### src/rtl/pipe_control_unit.sv
// pipe_control_unit: registered RV32I(M) decode stage feeding the ID/EX register.
// Decodes the IF/ID instruction into the datapath control bundle and adds
// valid/ready handshake, load-use bubbles, flush and multi-cycle M-op hold.
module pipe_control_unit #(
    parameter logic EN_MEXT = 1'b1,
    parameter int   MUL_LAT = 4
) (
    input  logic        clk,
    input  logic        rst_n,
    input  logic [31:0] instr,
    input  logic        instr_vld,
    input  logic        ex_ready,
    input  logic        flush,
    output logic        id_ready,
    output logic        ctrl_vld,
    output logic        pc_sel,
    output logic        br_unsign,
    output logic        op1_sel,
    output logic        op2_sel,
    output logic        rd_wren,
    output logic        mem_wren,
    output logic [4:0]  alu_opcode,
    output logic [1:0]  wb_sel,
    output logic [2:0]  mem_size,
    output logic [4:0]  rd_addr,
    output logic [4:0]  rs1_addr,
    output logic [4:0]  rs2_addr,
    output logic        md_busy,
    output logic        illegal
);
    localparam int CNT_W = $clog2(MUL_LAT + 1);

    localparam logic [6:0] OP_R      = 7'b0110011;
    localparam logic [6:0] OP_I      = 7'b0010011;
    localparam logic [6:0] OP_LOAD   = 7'b0000011;
    localparam logic [6:0] OP_STORE  = 7'b0100011;
    localparam logic [6:0] OP_BRANCH = 7'b1100011;
    localparam logic [6:0] OP_JAL    = 7'b1101111;
    localparam logic [6:0] OP_JALR   = 7'b1100111;
    localparam logic [6:0] OP_LUI    = 7'b0110111;
    localparam logic [6:0] OP_AUIPC  = 7'b0010111;

    // is_load is internal: it lets the hazard check see a LOAD sitting in ID/EX
    typedef struct packed {
        logic       vld;
        logic       illegal;
        logic       is_load;
        logic       pc_sel;
        logic       br_unsign;
        logic       op1_sel;
        logic       op2_sel;
        logic       rd_wren;
        logic       mem_wren;
        logic [4:0] alu;
        logic [1:0] wb_sel;
        logic [2:0] mem_size;
        logic [4:0] rd;
        logic [4:0] rs1;
        logic [4:0] rs2;
    } ctrl_t;

    typedef enum logic {RUN = 1'b0, MDIV = 1'b1} state_e;

    state_e           state_q, state_d;
    logic [CNT_W-1:0] cnt_q, cnt_d;
    ctrl_t            ctrl_q, ctrl_d, dec;
    logic             dec_mop;
    logic             rs1_used, rs2_used, hazard;

    logic [6:0] opc;
    logic [2:0] f3;
    assign opc = instr[6:0];
    assign f3  = instr[14:12];

    // ALU op for R/I arithmetic; sub only exists in R-type, shifts split on bit 30
    function automatic logic [4:0] arith_op(input logic [2:0] fn3, input logic b30,
                                            input logic is_r);
        case (fn3)
            3'b000:  arith_op = (is_r && b30) ? 5'd1 : 5'd0;
            3'b001:  arith_op = 5'd2;
            3'b010:  arith_op = 5'd3;
            3'b011:  arith_op = 5'd4;
            3'b100:  arith_op = 5'd5;
            3'b101:  arith_op = b30 ? 5'd6 : 5'd7;
            3'b110:  arith_op = 5'd8;
            default: arith_op = 5'd9;
        endcase
    endfunction

    // Decode the incoming instruction into a candidate bundle
    always_comb begin
        dec      = '0;
        dec_mop  = 1'b0;
        dec.vld  = 1'b1;
        dec.rd   = instr[11:7];
        dec.rs1  = instr[19:15];
        dec.rs2  = instr[24:20];
        case (opc)
            OP_R: begin
                if (instr[31:25] == 7'b0000001) begin
                    if (EN_MEXT) begin
                        dec_mop       = 1'b1;
                        dec.alu       = {2'b10, f3};
                        dec.rd_wren   = 1'b1;
                        dec.br_unsign = 1'b1;
                    end else begin
                        dec.illegal = 1'b1;
                    end
                end else begin
                    dec.alu       = arith_op(f3, instr[30], 1'b1);
                    dec.rd_wren   = 1'b1;
                    dec.br_unsign = (f3 != 3'b010);
                end
            end
            OP_I: begin
                dec.alu       = arith_op(f3, instr[30], 1'b0);
                dec.rd_wren   = 1'b1;
                dec.op2_sel   = 1'b1;
                dec.br_unsign = !((f3 == 3'b010) || (f3 == 3'b101 && instr[30]));
            end
            OP_LOAD: begin
                dec.is_load   = 1'b1;
                dec.rd_wren   = 1'b1;
                dec.op2_sel   = 1'b1;
                dec.wb_sel    = 2'b10;
                dec.mem_size  = f3;
                dec.br_unsign = 1'b1;
            end
            OP_STORE: begin
                dec.mem_wren  = 1'b1;
                dec.op2_sel   = 1'b1;
                dec.mem_size  = f3;
                dec.br_unsign = 1'b1;
            end
            OP_BRANCH: begin
                dec.pc_sel  = 1'b1;
                dec.op1_sel = 1'b1;
                dec.wb_sel  = 2'b01;
                case (f3)
                    3'b001:  dec.alu = 5'd1;
                    3'b100:  dec.alu = 5'd2;
                    3'b101:  dec.alu = 5'd3;
                    3'b110:  dec.alu = 5'd4;
                    3'b111:  dec.alu = 5'd5;
                    default: dec.alu = 5'd0;
                endcase
                dec.br_unsign = !(f3 == 3'b000 || f3 == 3'b001 ||
                                  f3 == 3'b100 || f3 == 3'b101);
            end
            OP_JAL: begin
                dec.pc_sel    = 1'b1;
                dec.op1_sel   = 1'b1;
                dec.wb_sel    = 2'b01;
                dec.rd_wren   = 1'b1;
                dec.br_unsign = 1'b1;
            end
            OP_JALR: begin
                dec.pc_sel    = 1'b1;
                dec.op2_sel   = 1'b1;
                dec.rd_wren   = 1'b1;
                dec.br_unsign = 1'b1;
            end
            OP_LUI: begin
                dec.rd_wren   = 1'b1;
                dec.br_unsign = 1'b1;
            end
            OP_AUIPC: begin
                dec.pc_sel    = 1'b1;
                dec.rd_wren   = 1'b1;
                dec.br_unsign = 1'b1;
            end
            default: dec.illegal = 1'b1;
        endcase
    end

    // Load-use: a LOAD in ID/EX writing a register the incoming instruction reads
    assign rs1_used = !(opc == OP_LUI || opc == OP_AUIPC || opc == OP_JAL);
    assign rs2_used = (opc == OP_R || opc == OP_STORE || opc == OP_BRANCH);
    assign hazard   = ctrl_q.vld && ctrl_q.is_load && (ctrl_q.rd != 5'd0) && instr_vld &&
                      ((rs1_used && dec.rs1 == ctrl_q.rd) || (rs2_used && dec.rs2 == ctrl_q.rd));

    // Next state: flush beats everything, MDIV holds the bundle, RUN advances on ex_ready
    always_comb begin
        state_d  = state_q;
        cnt_d    = cnt_q;
        ctrl_d   = ctrl_q;
        id_ready = 1'b0;
        if (flush) begin
            state_d = RUN;
            cnt_d   = '0;
            ctrl_d  = '0;
        end else if (state_q == MDIV) begin
            cnt_d = cnt_q - 1'b1;
            if (cnt_q == CNT_W'(1)) state_d = RUN;
        end else if (ex_ready) begin
            id_ready = instr_vld && !hazard;
            if (id_ready) begin
                ctrl_d = dec;
                if (dec_mop && (MUL_LAT > 1)) begin
                    state_d = MDIV;
                    cnt_d   = CNT_W'(MUL_LAT - 1);
                end
            end else begin
                ctrl_d = '0;
            end
        end
    end

    // ID/EX register, FSM state and M-op countdown
    always_ff @(posedge clk or negedge rst_n) begin
        if (!rst_n) begin
            state_q <= RUN;
            cnt_q   <= '0;
            ctrl_q  <= '0;
        end else begin
            state_q <= state_d;
            cnt_q   <= cnt_d;
            ctrl_q  <= ctrl_d;
        end
    end

    assign ctrl_vld   = ctrl_q.vld;
    assign illegal    = ctrl_q.illegal;
    assign pc_sel     = ctrl_q.pc_sel;
    assign br_unsign  = ctrl_q.br_unsign;
    assign op1_sel    = ctrl_q.op1_sel;
    assign op2_sel    = ctrl_q.op2_sel;
    assign rd_wren    = ctrl_q.rd_wren;
    assign mem_wren   = ctrl_q.mem_wren;
    assign alu_opcode = ctrl_q.alu;
    assign wb_sel     = ctrl_q.wb_sel;
    assign mem_size   = ctrl_q.mem_size;
    assign rd_addr    = ctrl_q.rd;
    assign rs1_addr   = ctrl_q.rs1;
    assign rs2_addr   = ctrl_q.rs2;
    assign md_busy    = (state_q == MDIV);

endmodule

### config.mk
export PLATFORM = sky130hd
export DESIGN_NAME = pipe_control_unit
export DESIGN_NICKNAME = d
export VERILOG_FILES = /design/src/rtl/pipe_control_unit.sv
export SDC_FILE = /design/constraint.sdc
export NUM_CORES = 1
export LEC_CHECK = 0
export CAP_MARGIN = 40
export CORE_MARGIN = 3
export CORE_UTILIZATION = 40
export DETAILED_ROUTE_END_ITERATION = 10
export GPL_TIMING_DRIVEN = 0
export PLACE_DENSITY_LB_ADDON = 0.05
export SYNTH_ARGS = -nofsm -noshare
export SYNTH_HDL_FRONTEND = slang
export SYNTH_SLANG_ARGS = --single-unit
### constraint.sdc
create_clock -name clk -period 2.1 [get_ports clk]
set_clock_uncertainty 0.05 [all_clocks]
set_input_delay 0.315 -clock clk [delete_from_list [all_inputs] [get_ports clk]]
set_output_delay 0.315 -clock clk [all_outputs]
set_load 0.05 [all_outputs]
==> results.yml <==
synthesis:
  synth.largest_area_cell: "dfrtp_1"
  syn_avg_cell_area_um2: 10.8
  ys_top_cells_by_area: "dfrtp_1 46%, a22o_1 9.1%, a32o_1 5.5%"
  synth_fp_nets: 225
  synth_xor_area_share_pct: 5.22
  synth_warnings: 0
  ys_seq_area_share_pct: 46.0
  netlist-cell-type-count: 48
  synth-edff-count: 0
  synth_ff_type: "dfrtp_1"
  synth-adder-area-share_pct: 1.24
  ys_seq_elements: 37
  post_synthesis_compound_gate_area_fraction_pct: 24.7
  yosys.area_share.simple_pct: 17.2
  synth.mux.area_fraction_pct: 0.497
  netlist.area_leader.share_pct: 46.0
  synth_async_sr_flop_share_pct: 100
  synth_area_um2: 2010
  synthesis.instances: 186
  combinational_family_with_the_most_area_after_synthesis: "compound AO/OA/AOI/OAI gates"
route:
  routedWlPerCell_um: 16.5
  antenna_violating_nets_post_route: 0
  violation_count_after_the_first_detailed_routing_iteration: 130
  detail_route.vias_per_cell: 5.45
  number_of_detailed_route_iterations_in_the_first_pass: 4
  routed-via-count: 1859
  drt_wl_total_um: 5630
  drc_markers: 0
run_status:
  run_status: "finished, violations left"
  violations: "setup timing"
die:
  top_level_ports: 72
  initial_util_pct: 42.1
  design.core.area_um2: 4790
  die_w_um: 77.0
  die_area_um2: 5920
  floorplan.rows: 25
  fp.dieH_um: 77.0
grt:
  grt_pass1_vias: 1809
  grt_start_max_net_pins: 26
  grt_pass1_wl_um: 9220
  grt_antenna_before_repair: 0
  globalRoute.totalOverflow: 0
  gr-usage-all-layers_pct: 19.7
worst_setup_path:
  worst_setup_path_type: "flip-flop to output pin"
  crit_arrival_ps: 2000
  startpoint: "rd_addr[2]$_DFFE_PN0P_"
  data_required_time_of_the_critical_path_ps: 1740
  critical_path.reg2reg.startpoint: "rd_addr[2]$_DFFE_PN0P_"
  worstSetupEndpointType: "output pin"
  worst_setup_path_start_kind: "flip-flop"
  highest_net_fanout_along_the_worst_path: 3
timing:
  max_clock_freq_ghz: 0.423
  unrepaired_setup_endpoints_after_global_routing: "true"
  slew_headroom_pct: 60.1
  period_needed_ps: 2360
  finalCritPeriodShare_pct: 113
  setup_ws_ps: -264
  setup-tns-final_ps: -264
  finalMaxSlewViolations: 0
  actual_slew_at_the_worst_max_slew_pin_ps: 594
  fin_worst_hold_slack_ps: 392
  setup_violations: 1
  final-hold-violation-count: 0
job:
  drv_cap: 0
pwr:
  peakVddDrop_v: 0.000337
  power.net_switching_uw: 465
  combPwrFrac_pct: 19.5
  switching_share_pct: 27.4
  clock_power_share_pct: 36.9
  power_per_cell_area_nw_per_um2: 547
  share_seq_of_total_power_pct: 43.6
  power.internal_mw: 1.23
  power_leakage_nw: 1.30
layout:
  final_core_utilization_pct: 64.8
  diodes: 0
  final_net_count: 312
  design_area_um2: 3100
  mostFrequentLayoutCells: "61 x clkdlybuf4s50_1, 33 x dfrtp_1, 21 x a22o_1"
  multi_input_area_um2: 1060
  final_cell_count_no_fill: 341
  layout.cells.most_common: "clkdlybuf4s50_1"
  nFillCells: 405
  sequential_cell_area_in_the_final_layout_um2: 931
  post_route_cells_drive_above_1_share_pct: 20.1
  synthToLayoutAreaGrowth_pct: 54.0
cts:
  cts_inserted_buffers: 5
  clk_latency_ps: 290
  clk_pin_slew_worst_paths_ps: 80
  clock_tree.buffer_depth: 2
  htree_levels: 2
  clock_sinks: 37
  cts_root_buffer: "clkbuf_8"
  tritoncts: "yes"
place:
  io_buffer_count: 67
  detailedPlacementHpwl_um: 4050
  place_inst: 321
  routabilityCongestion: 0.826
  placed_area_um2: 2790
min_path:
  worstHoldPathType: "input pin to async pin"
## final timing paths
| path | endpoint | slack, ps | cells after the start |
|---|---|---|---|
| hold reg to reg | op2_sel$_DFFE_PN0P_ | 440 | 1 |
| min in group clk | mem_wren$_DFFE_PN0P_ | 390 | 2 |
| setup / recovery | id_ready | -260 | 6 |
| setup reg to reg | rs1_addr[0]$_DFFE_PN0P_ | 20 | 7 |
| max in group asynchronous | rd_addr[2]$_DFFE_PN0P_ | 1170 | 3 |
| hold / removal | op1_sel$_DFFE_PN0P_ | 390 | 2 |
## metal layers
metal / vias up / GRT usage [%] / part of all wire, %
met3: 6 / 5.16 / 7.7
li1: 884 / - / -
met2: 74 / 28.1 / 45
met1: 895 / 29.4 / 47
met4: 0 / 4.89 / 0.99
met5: - / 0 / 0
## area by class of cell
class | instances | share of cell area, %
Multi-Input combinational cell | 128 | 34.1
Sequential cell | 37 | 30.0
Timing Repair Buffer | 80 | 25.9
Tap cell | 67 | 2.70
Buffer | 13 | 2.66
Clock buffer | 5 | 2.22
Clock inverter | 3 | 1.49
Inverter | 8 | 0.968
## worst max-delay path, cell delays in order, from the launching register on
cell,delay (ps)
dfrtp_2,410
or4_4,570
o211ai_4,200
nor4_4,90
nor3_4,170
buf_6,140
buf_8,130
## through the flow
step	total power, mW	worst slack (ps)
final	1.70	-264
after global routing	1.77	-338
after CTS	1.69	-295
after detailed placement	1.06	-1290
after global placement	1.05	-1320
after floorplan	0.908	-90.9
## kinds of logic (layout without fill, tap and decap cells)
| family | Yosys count | after routing |
|---|---|---|
| AO/OA/AOI/OAI | 60 | 60 |
| AND/OR/NAND/NOR | 53 | 53 |
| flip-flops | 37 | 37 |
| buffers and inverters | 21 | 109 |
| XOR/XNOR | 12 | 12 |
| adder cells (fa/ha/maj) | 2 | 2 |
| multiplexers | 1 | 1 |
## synth_stat cells (5+ instances only)
master,count
a21oi_1,6
a22o_1,21
a32o_1,11
clkbuf_1,6
dfrtp_1,37
inv_1,8
nand2_1,10
nand3_1,7
nor2_1,9
o21ai_0,5
xnor2_1,10
## power groups by stage
stage	clock network, mW	logic, mW	registers [mW]
6_report	0.627	0.332	0.739
5_1_grt	0.670	0.355	0.742
4_1_cts	0.638	0.313	0.738
3_5_place_dp	0	0.302	0.754
3_3_place_gp	0	0.299	0.754
2_1_floorplan	0	0.106	0.802
## registers in the layout, summed over array words and instances (netlist names), 2 cells and up
signal      flops
rs1_addr        5
rd_addr         5
mem_size        3
cnt_q           3
alu_opcode      5
wb_sel          2
rs2_addr        5
## what timing repair did
item | in CTS | in global routing
hold buffers | 1 | 0
setup endpoints to repair | 34 | 38
setup buffers | 7 | 4
cloned | 0 | 1
pin swaps | 1 | 6
hold endpoints to repair | 12 | 0
resized for setup | 10 | 21
No activity file was read; power rests on OpenSTA's default activity.
